## src/rtl/hazard3_reset_seq.sv

```systemverilog
// Reset sequencer: one ASSERT/RELEASE/IDLE channel per hart plus one system channel.
// All outputs are registered from next state, so they change on the same edge as the state; the sequencer has no backpressure, requests are levels.
module hazard3_reset_seq #(
   parameter int N_HARTS        = 1,
   parameter int ASSERT_CYCLES  = 4,
   parameter int RELEASE_CYCLES = 2
) (
   input  logic               clk,
   input  logic               rst_n,
   input  logic               sys_reset_req,
   input  logic [N_HARTS-1:0] hart_reset_req,
   output logic               rst_n_sys,
   output logic [N_HARTS-1:0] rst_n_hart,
   output logic               sys_reset_done,
   output logic [N_HARTS-1:0] hart_reset_done,
   output logic               reset_busy
);

   localparam int NCH  = N_HARTS + 1;
   localparam int MAXC = (ASSERT_CYCLES > RELEASE_CYCLES) ? ASSERT_CYCLES : RELEASE_CYCLES;
   localparam int CW   = $clog2(MAXC + 1);

   localparam logic [CW-1:0] ASSERT_LOAD  = CW'(ASSERT_CYCLES - 1);
   localparam logic [CW-1:0] RELEASE_LOAD = CW'(RELEASE_CYCLES - 1);

   typedef enum logic [1:0] {
      CH_ASSERT  = 2'd0,
      CH_RELEASE = 2'd1,
      CH_IDLE    = 2'd2
   } ch_state_t;

   ch_state_t       state_q [NCH];
   ch_state_t       state_d [NCH];
   logic [CW-1:0]   cnt_q   [NCH];
   logic [CW-1:0]   cnt_d   [NCH];
   logic [NCH-1:0]  req;
   logic [NCH-1:0]  assert_d;
   logic [NCH-1:0]  idle_d;

   // A system request also resets every hart; the top channel is the system itself.
   always_comb begin
      req = {sys_reset_req, hart_reset_req | {N_HARTS{sys_reset_req}}};
   end

   always_comb begin
      for (int i = 0; i < NCH; i++) begin
         state_d[i] = state_q[i];
         cnt_d[i]   = cnt_q[i];
         case (state_q[i])
            CH_IDLE: begin
               if (req[i]) begin
                  state_d[i] = CH_ASSERT;
                  cnt_d[i]   = ASSERT_LOAD;
               end
            end
            CH_ASSERT: begin
               // Counter saturates at zero so a held request never wraps it.
               if (cnt_q[i] != '0) begin
                  cnt_d[i] = cnt_q[i] - CW'(1);
               end else if (!req[i]) begin
                  state_d[i] = CH_RELEASE;
                  cnt_d[i]   = RELEASE_LOAD;
               end
            end
            CH_RELEASE: begin
               if (req[i]) begin
                  state_d[i] = CH_ASSERT;
                  cnt_d[i]   = ASSERT_LOAD;
               end else if (cnt_q[i] == '0) begin
                  state_d[i] = CH_IDLE;
               end else begin
                  cnt_d[i] = cnt_q[i] - CW'(1);
               end
            end
            default: begin
               state_d[i] = CH_ASSERT;
               cnt_d[i]   = ASSERT_LOAD;
            end
         endcase
         assert_d[i] = (state_d[i] == CH_ASSERT);
         idle_d[i]   = (state_d[i] == CH_IDLE);
      end
   end

   always_ff @(posedge clk or negedge rst_n) begin
      if (!rst_n) begin
         for (int i = 0; i < NCH; i++) begin
            state_q[i] <= CH_ASSERT;
            cnt_q[i]   <= ASSERT_LOAD;
         end
         rst_n_sys       <= 1'b0;
         rst_n_hart      <= '0;
         sys_reset_done  <= 1'b0;
         hart_reset_done <= '0;
         reset_busy      <= 1'b1;
      end else begin
         for (int i = 0; i < NCH; i++) begin
            state_q[i] <= state_d[i];
            cnt_q[i]   <= cnt_d[i];
         end
         rst_n_sys       <= ~assert_d[N_HARTS];
         rst_n_hart      <= ~assert_d[N_HARTS-1:0];
         sys_reset_done  <= &idle_d;
         hart_reset_done <= idle_d[N_HARTS-1:0];
         reset_busy      <= ~(&idle_d);
      end
   end

endmodule

```

## config.mk

```make
export PLATFORM = sky130hd
export DESIGN_NAME = hazard3_reset_seq
export DESIGN_NICKNAME = d
export VERILOG_FILES = /design/src/rtl/hazard3_reset_seq.sv
export SDC_FILE = /design/constraint.sdc
export NUM_CORES = 1
export LEC_CHECK = 0
export BUFFER_PORTS_ARGS = -buffer_cell sky130_fd_sc_hd__buf_2
export CAP_MARGIN = 40
export CELL_PAD_IN_SITES_DETAIL_PLACEMENT = 2
export CELL_PAD_IN_SITES_GLOBAL_PLACEMENT = 2
export CORE_ASPECT_RATIO = 0.75
export CORE_UTILIZATION = 38
export DETAILED_ROUTE_END_ITERATION = 8
export PLACE_DENSITY = 0.89
export SYNTH_ARGS = -nofsm -noshare
export SYNTH_HDL_FRONTEND = slang
export SYNTH_SLANG_ARGS = --single-unit
```

## constraint.sdc

```tcl
create_clock -name clk -period 2.83 [get_ports clk]
set_input_delay 0.849 -clock clk [delete_from_list [all_inputs] [get_ports clk]]
set_output_delay 0.849 -clock clk [all_outputs]
set_load 0.005 [all_outputs]
```

==> metrics.txt, run 1 <==
Final Hold Fails 0; Synth Flop Type dfrtp_1; Max Fclk 0.542 GHz; Async SR Flop Fraction 100%; WL/cell 17.0 um; Final Slew Violations 0; Peak VDD IR 445 uV; Setup Skew 0.00439 ns; post-CTS resize count 0; Vias/cell 5.46; post-synth cell types 29; Crit. End Element flop; Rel. slew slack 63.6%; Filler Cell Count 226; Post-Syn Area 803 sq um; Crit path max-delay family simple AND/OR/NAND/NOR gates; RSZ-0062 raised after global routing false; r2r startpoint cnt_q[3]; Yosys top cell area share 31.2%; met2 WL 862 um; drt first pass iters 3; cells after synthesis 79; Seq/Total Area, Yosys 47.5%; metal1 wirelength 872 um; final setup vio count 0; fin cells 108; Sink Count 15; setup TNS 0 ns; final worst-path cycle share 65.1%; IO buf count 8; die area 2300 sq um; largest net degree at the start of global routing 16; worst-path cell chain inv_1, ha_1, nor2b_1, nand3b_1, a21oi_1, and2_1; area delta synth->final 7.01%; gr usage total 19.8%; Yosys warning total 0; CP max stage cell nor2b_1; Detail Route met3 WL 86 um; clk slew on worst S/H paths 0.09 ns; area leader, netlist dfrtp_1; max-cap viol count 0; Leakage 0.364 nW; crit start category flop; Synth Net Count 87; H-tree depth 1; first-pass GRT wire length 3.12 mm; width of the die 55.1 um; total power 873 uW; CTS tree built; crit-path max cell delay 0.47 ns; Starting Density 40.2%; # IOs 9; clk_lat worst skew 0.29 ns; postcts setup bufs 0; # DRC 0; Avg Cell Area, Syn 10.2 sq um; cell chosen for the clock root clkbuf_4; DP Cell Count 104; CTS Hold Bufs 0; Setup crit start cnt_q[3]; fin crit period 1.84 ns; Initial DRC Count 1; initial antenna violation count 0; FF+latch count, synth 15; layout cells sized above 1 23.8%; worst hold-check path type in2async; vias 590; vias in the first global route 637; drt total wl 1.83 mm; status complete, no violations; most frequent cell after synthesis dfrtp_1; ANT nets after route 0; pwr dens 1020 nW/um^2; HPWL after detailed placement 1.38 mm; DR top layer met4; total CTS buffers 3; WS Path Type reg2reg; Row Count 14; Least-Margin Pin Slew 0.544 ns; WP data required 3.06 ns; Post-synth EDFFs 0; GRT overflow 0; Data arrival, critical path 2.08 ns; area of the core 2000 sq um; Placer Congestion 0.787; die height 41.8 um; CTS Buffer Depth 2; Post-Route Utilization 43.0%; Commonest cells post-synth dfrtp_1, nor3_1, a21oi_1; top cells by area, synth dfrtp_1, dfstp_2, ha_1; Final #Nets 93; Ant. Diodes 0; Buf/Inv on CP 1; Crit Path Max Fanout 6
==> area by class of cell <==
class	instances	area [sq um]	area share, %
multi-input combinational	52	359	41.8
clock buffer	3	22.5	2.62
timing repair buffer	8	40.0	4.66
clock inverter	1	7.51	0.873
tap	24	30.0	3.49
sequential	15	382	44.4
inverter	5	18.8	2.18
==> cells in the final DEF (no fill, tap or decap), drive strengths merged <==
master	instances
a2111oi	1
a211oi	3
a21oi	6
a22o	1
and2	1
buf	8
clkbuf	3
clkinvlp	1
dfrtp	10
dfstp	5
ha	4
inv	5
mux2	1
mux2i	1
nand2	2
nand2b	2
nand3b	2
nor2	4
nor2b	2
nor3	7
nor3b	1
nor4b	1
o211ai	3
o21ai	3
o22a	2
or2	2
xnor2	3
==> through the flow <==
step | setup WS (ns) | hold WS, ns | area, sq um
global placement | 1.00 | 0.538 | 830
CTS | 0.978 | 0.447 | 860
floorplan | 1.00 | 0.509 | 803
detailed placement | 0.950 | 0.554 | 830
finish | 0.987 | 0.443 | 860
global route | 0.862 | 0.443 | 860
==> metal layers <==
layer  vias to the layer above  track usage, %
li1                        282               -
met1                       295            27.8
met2                        11            29.9
met3                         2            7.69
met4                         0            1.50
met5                         -               0
==> logic make-up (layout without fill, tap and decap cells) <==
family | after synthesis | after routing | share of synthesized area (%)
AND/OR/NAND/NOR | 24 | 24 | 16.8
AO/OA/AOI/OAI | 19 | 19 | 15.7
flip-flops | 15 | 15 | 47.5
buffers and inverters | 12 | 17 | 7.79
adder cells (fa/ha/maj) | 4 | 4 | 6.23
XOR/XNOR | 3 | 3 | 3.27
multiplexers | 2 | 2 | 2.65
==> power by group <==
part / switching [mW] / leakage [nW] / internal (mW)
Combinational: 0.190 / 0.162 / 0.180
Clock: 0.0723 / 0.0139 / 0.0538
Sequential: 0.0735 / 0.188 / 0.304
==> flip-flops by register name (all words and copies together), names as in the netlist <==
register / flops
cnt_q: 6
hart_reset_done: 1
reset_busy: 1
rst_n_hart: 1
rst_n_sys: 1
state_q: 4
sys_reset_done: 1
==> path summary, 6_finish.rpt <==
path | slack, ns | cells after the start | endpoint
worst max-delay path | 0.99 | 6 | sys_reset_done
worst min-delay path | 0.44 | 1 | cnt_q[2]
worst max register to register | 0.99 | 6 | sys_reset_done
worst min register to register | 0.56 | 2 | cnt_q[3]
max in group asynchronous | 2.09 | 1 | cnt_q[3]
min in group clk | 0.56 | 2 | cnt_q[3]
Note: power is estimated with default switching activity, not from simulation.
==> inputs of run 2 (changes only) <==
--- a/config.mk
+++ b/config.mk
@@ -5,14 +5,15 @@
 export SDC_FILE = /design/constraint.sdc
 export NUM_CORES = 1
 export LEC_CHECK = 0
+export ABC_AREA = 1
 export BUFFER_PORTS_ARGS = -buffer_cell sky130_fd_sc_hd__buf_2
 export CAP_MARGIN = 40
 export CELL_PAD_IN_SITES_DETAIL_PLACEMENT = 2
 export CELL_PAD_IN_SITES_GLOBAL_PLACEMENT = 2
 export CORE_ASPECT_RATIO = 0.75
-export CORE_UTILIZATION = 38
+export CORE_UTILIZATION = 33
 export DETAILED_ROUTE_END_ITERATION = 8
-export PLACE_DENSITY = 0.89
+export PLACE_DENSITY = 0.84
 export SYNTH_ARGS = -nofsm -noshare
 export SYNTH_HDL_FRONTEND = slang
 export SYNTH_SLANG_ARGS = --single-unit
==> constraint.sdc (replaced) <==
create_clock -name clk -period 1.8 [get_ports clk]
set_input_delay 0.54 -clock clk [delete_from_list [all_inputs] [get_ports clk]]
set_output_delay 0.54 -clock clk [all_outputs]
set_load 0.005 [all_outputs]
==> run 2 against run 1 <==
Synthesized area up 7.5%. Critical endpoint is now cnt_q[2]. Routed wire length up 6.3%. Via count up 17%. Flip-flop and latch count unchanged. Register-to-register slack worse by 0.66 ns. Non-clock buffer count unchanged. Clock power up 60%. Total power up 71%. First-iteration DRC count rose to 13 times the previous value. Design area up 14%. Critical path type unchanged. Combinational power up 96%. Maximum frequency up 25%.
==> metrics.txt, run 2 <==
status complete, no violations; Row Count 15; Ant. Diodes 0; adder-cell area share of the yosys netlist 5.80%; worst hold-check path type in2async; Synth Area in Simple Gates 34.5%; Synth Flop Type dfrtp_1; Max Fclk 0.678 GHz; Yosys top cell area share 29.0%; Rel. slew slack 77.6%; drt first pass iters 4; sw frac 43.6%; drt total wl 1.95 mm; Peak VDD IR 476 uV; RSZ-0062 raised after global routing false; total CTS buffers 3; top cells by area, synth dfrtp_1, dfstp_2, nand2_1; GR Util met3 5.34%; Crit Path Max Fanout 5; Post-synth EDFFs 0; Compound-Gate Fraction of Synth Area 6.52%; most frequent cells in the layout nand2_1, inv_1, dfrtp_1; setup TNS 0 ns; biggest regs cnt_q: 6 flops, state_q: 4 flops; Least-Margin Pin Slew 0.337 ns; Crit. End Element flop; Commonest cells post-synth nand2_1, inv_1, dfrtp_1; gr usage total 17.0%; Flop pwr share 38.1%; clk_lat worst skew 0.29 ns; crit start category flop; internal power consumption 842 uW; Synth Net Count 114; switching pwr 650 uW; XOR/XNOR Fraction of Synth Area 2.03%; pwr dens 1530 nW/um^2; cells after synthesis 106; Leakage 0.523 nW; multiplexer share of the synthesized area 0%; die area 2830 sq um; final setup vio count 0; area leader, netlist dfrtp_1; Final #Nets 127; # DRC 0; post-synth cell types 20; width of the die 61.1 um; max-cap viol count 0; final worst-path cycle share 82.0%; postcts setup bufs 0; Post-Syn Area 863 sq um; Starting Density 36.2%; area delta synth->final 13.0%; Final Hold Fails 0; CTS Hold Bufs 0; initial antenna violation count 0; post-CTS resize count 0; Yosys warning total 0; Data arrival, critical path 1.67 ns; largest register by flop count cnt_q; commonest non-fill, non-tap cell in the layout nand2_1; most frequent cell after synthesis nand2_1; vias in the first global route 746; part of the power in combinational logic 48.5%; WP data required 2.00 ns; Final Slew Violations 0; CTS tree built; Post-Route Utilization 40.9%; vias 690; Initial DRC Count 13; first-pass GRT wire length 3.35 mm; grt peak-use layer met2; Filler Cell Count 280; fin crit period 1.48 ns; ANT nets after route 0; Placer Congestion 0.749; multi-input logic area 422 sq um; Setup Skew 0.0120 ns; largest family of logic cells by synthesized area simple AND/OR/NAND/NOR gates; cell chosen for the clock root clkbuf_4; IO buf count 8; H-tree depth 1; HPWL after detailed placement 1.62 mm; final hold slack 0.130 ns; largest net degree at the start of global routing 16; die height 46.3 um; layout cells sized above 1 33.9%; clk slew on worst S/H paths 0.10 ns; GR Util met2 25.4%; Vias/cell 4.54; max FFs per register 6; Async SR Flop Fraction 100%; FF+latch count, synth 15; Reg area 382 sq um; # IOs 9; GRT overflow 0; Sink Count 15; Seq/Total Area, Yosys 44.2%; CTS Buffer Depth 2; Final Cell Area 976 sq um; area of the core 2380 sq um; Clock Power Share 13.4%; R2R Setup Slk 0.32 ns; Avg Cell Area, Syn 8.14 sq um; post-placement cell area 946 sq um; WL/cell 12.8 um; met1 Use GR 24.2%; WS Path Type reg2reg
run 2: changes by cell type after synthesis, moves of 4 or more:
cell / before / now
nand2_2: 0 / 4
nor3_1: 7 / 0
inv_1: 5 / 11
nand2_1: 2 / 34
nand3_1: 0 / 5
nor2_2: 0 / 7
inv_2: 0 / 5
run 2: cell type report:
type | instances | area share, %
clock inverter | 1 | 0.769
inverter | 16 | 6.15
tap | 34 | 4.36
timing repair buffer | 8 | 4.10
sequential | 15 | 39.1
multi-input combinational | 75 | 43.2
clock buffer | 3 | 2.31
run 2: worst max-delay path, cell delays in order, from the launching register on:
cell	delay, ns
dfstp_2	0.55
inv_1	0.06
ha_1	0.19
inv_1	0.11
nor2_4	0.06
nand3_1	0.11
nand3_1	0.16
nand2_1	0.09
nand2_1	0.05
run 2: cells by family (layout without fill, tap and decap cells):
kind of cell | after synthesis | in the layout
buffers and inverters | 16 | 28
DFF | 15 | 15
AOI/OAI and AO/OA | 10 | 10
and+or+nand+nor | 59 | 59
xor gates and xnor gates | 2 | 2
adders and majority gates | 4 | 4
run 2: per-layer routing:
metal | wire [um] | share of wire (%) | vias to the layer above
met5 | 0 | 0 | -
met4 | 0 | 0 | 0
met3 | 99 | 5.1 | 0
met2 | 839 | 43 | 14
met1 | 1010 | 52 | 327
li1 | - | - | 349
run 2: worst paths after layout:
kind,from,to,depth (start not counted)
worst max-delay path,cnt_q[0],cnt_q[2],8
worst min-delay path,rst_n,sys_reset_done,1
worst max register to register,cnt_q[0],cnt_q[2],8
worst min register to register,cnt_q[1],cnt_q[1],2
max in group asynchronous,rst_n,cnt_q[4],1
min in group clk,cnt_q[1],cnt_q[1],2
run 2: per-stage QoR:
step	setup slack (ns)	instances	power, mW
floorplan	0.477	106	1.11
global placement	0.374	148	1.28
detailed placement	0.323	148	1.31
CTS	0.282	152	1.53
global route	0.170	152	1.67
finish	0.324	152	1.49
run 2: power groups by stage:
stage	registers, mW	clock network [mW]	logic (mW)
after floorplan	0.555	0	0.555
after global routing	0.587	0.226	0.853
final	0.568	0.201	0.724
after CTS	0.570	0.211	0.745
after detailed placement	0.577	0	0.737
after global placement	0.571	0	0.709
==> inputs of run 3 (changes only) <==
==> constraint.sdc (replaced) <==
create_clock -name clk -period 1.41 [get_ports clk]
set_input_delay 0.423 -clock clk [delete_from_list [all_inputs] [get_ports clk]]
set_output_delay 0.423 -clock clk [all_outputs]
set_load 0.005 [all_outputs]
==> run 3 against run 2 <==
Design area is 12% higher. Largest cell class unchanged. Clock power is 26% higher. Global-route usage is 3.0 points higher. Largest power group unchanged. Routed wire length is 45% higher. Total power is 59% higher. Maximum frequency is 5.5% higher. Combinational power is 89% higher. Die area stayed put. Setup slack worse by 0.31 ns. Worst hold slack worse by 0.11 ns. Core utilization is 4.8 points higher. Clock skew is 0.010 ns lower.
==> metrics.txt, run 3 (synthesis results as in run 2) <==
commonest non-fill, non-tap cell in the layout nand2_1; R2R Setup Slk 0.01 ns; Sink Count 15; first-pass GRT wire length 3.88 mm; H-tree depth 1; WP data required 1.65 ns; max FFs per register 6; Crit. End Element flop; layout cells sized above 1 49.6%; die height 46.3 um; area of the core 2380 sq um; vias 761; Placer Congestion 0.759; drt total wl 2.83 mm; status complete, no violations; Initial DRC Count 14; max-cap viol count 0; Filler Cell Count 275; setup TNS 0 ns; ANT nets after route 0; cell mode on critical path nand2_1; IO buf count 8; GRT overflow 0; worst-path cell chain inv_2, ha_4, inv_4, buf_4, o21ai_1, a21oi_1, nand2_1, nand2_1; WL/cell 17.8 um; Final #Nets 134; HPWL after detailed placement 1.75 mm; fin cells 159; Vias/cell 4.79; cell chosen for the clock root clkbuf_4; width of the die 61.1 um; fin crit period 1.40 ns; CP max stage cell dfstp_2; vias in the first global route 802; Final Slew Violations 0; Least-Margin Pin Slew 0.349 ns; CTS Buffer Depth 2; clk slew on worst S/H paths 0.09 ns; final worst-path cycle share 99.2%; crit start category flop; Data arrival, critical path 1.64 ns; clk_lat worst skew 0.29 ns; area delta synth->final 26.2%; Buf/Inv on CP 3; WS Path Type reg2reg; drt first pass iters 4; biggest regs cnt_q: 6 flops, state_q: 4 flops; total CTS buffers 3; Final Hold Fails 0; Peak VDD IR 767 uV; final setup vio count 0; worst hold-check path type in2async; Setup Skew 0.00175 ns; initial antenna violation count 0; Starting Density 36.2%; RSZ-0062 raised after global routing true; die area 2830 sq um; Leakage 0.567 nW; Crit Path Max Fanout 2; # DRC 0; # IOs 9; CTS tree built; Crit path max-delay family flip-flops; crit-path max cell delay 0.55 ns; largest register by flop count cnt_q; pwr dens 2170 nW/um^2; Row Count 15; Max Fclk 0.715 GHz; most frequent cells in the layout nand2_1, inv_2, dfrtp_1; DP Cell Count 149; gr usage total 20.0%; largest net degree at the start of global routing 16; Rel. slew slack 76.8%; Ant. Diodes 0
## run 3: metrics by stage
| stage | area, sq um | utilization (%) | setup slack [ns] | total power [mW] | hold WS (ns) |
|---|---|---|---|---|---|
| floorplan | 863 | - | 0.0867 | 1.42 | 0.127 |
| global placement | 953 | 40.0 | -0.0168 | 1.65 | 0.342 |
| detailed placement | 953 | 40.0 | -0.0500 | 1.71 | 0.345 |
| CTS | 1000 | 42.1 | 0.00747 | 2.04 | 0.0171 |
| global route | 1090 | 45.7 | -0.0888 | 2.56 | 0.0161 |
| finish | 1090 | 45.7 | 0.0107 | 2.37 | 0.0212 |
## run 3: area by class of cell
type,count,area [sq um],area share [%]
flip-flops and latches,15,382,35.0
inverters,16,62.6,5.74
well taps,34,42.5,3.90
multi-input cells,75,483,44.3
repair buffers,15,92.6,8.50
clock inverters,1,5.00,0.459
clock buffers,3,22.5,2.07
## run 3: where the power goes
part           leakage, nW  total [mW]  internal [mW]  switching [mW]
Sequential           0.188       0.748          0.608           0.140
Clock               0.0177       0.254          0.106           0.148
Combinational        0.361        1.37          0.552           0.816
## run 3: final timing paths
path                       startpoint          to  depth (start not counted)
max                          cnt_q[0]    cnt_q[2]                          8
min                             rst_n  state_q[0]                          1
max reg2reg                  cnt_q[0]    cnt_q[2]                          8
min reg2reg                  cnt_q[1]    cnt_q[1]                          2
max in group asynchronous       rst_n    cnt_q[3]                          1
min in group clk             cnt_q[1]    cnt_q[1]                          2
## run 3: metal layers
layer | wire, um | vias to the layer above | global-route usage, %
met3 | 114 | 5 | 6.18
met2 | 1350 | 21 | 31.1
li1 | - | 363 | -
met5 | 0 | - | 0
met4 | 33 | 0 | 5.00
met1 | 1330 | 372 | 27.1
## run 3: worst register-to-register path: stages, from the launching register on
cell and delay, ns:
dfstp_2 0.55, inv_2 0.05, ha_4 0.15, inv_4 0.06
buf_4 0.10, o21ai_1 0.09, a21oi_1 0.20, nand2_1 0.08
nand2_1 0.05
## run 3: what timing repair did
| item | CTS | global route |
|---|---|---|
| pin swaps | 1 | 9 |
| setup endpoints to repair | 5 | 8 |
| hold buffers | 0 | 0 |
| setup buffers | 1 | 5 |
| gates resized for setup | 5 | 15 |
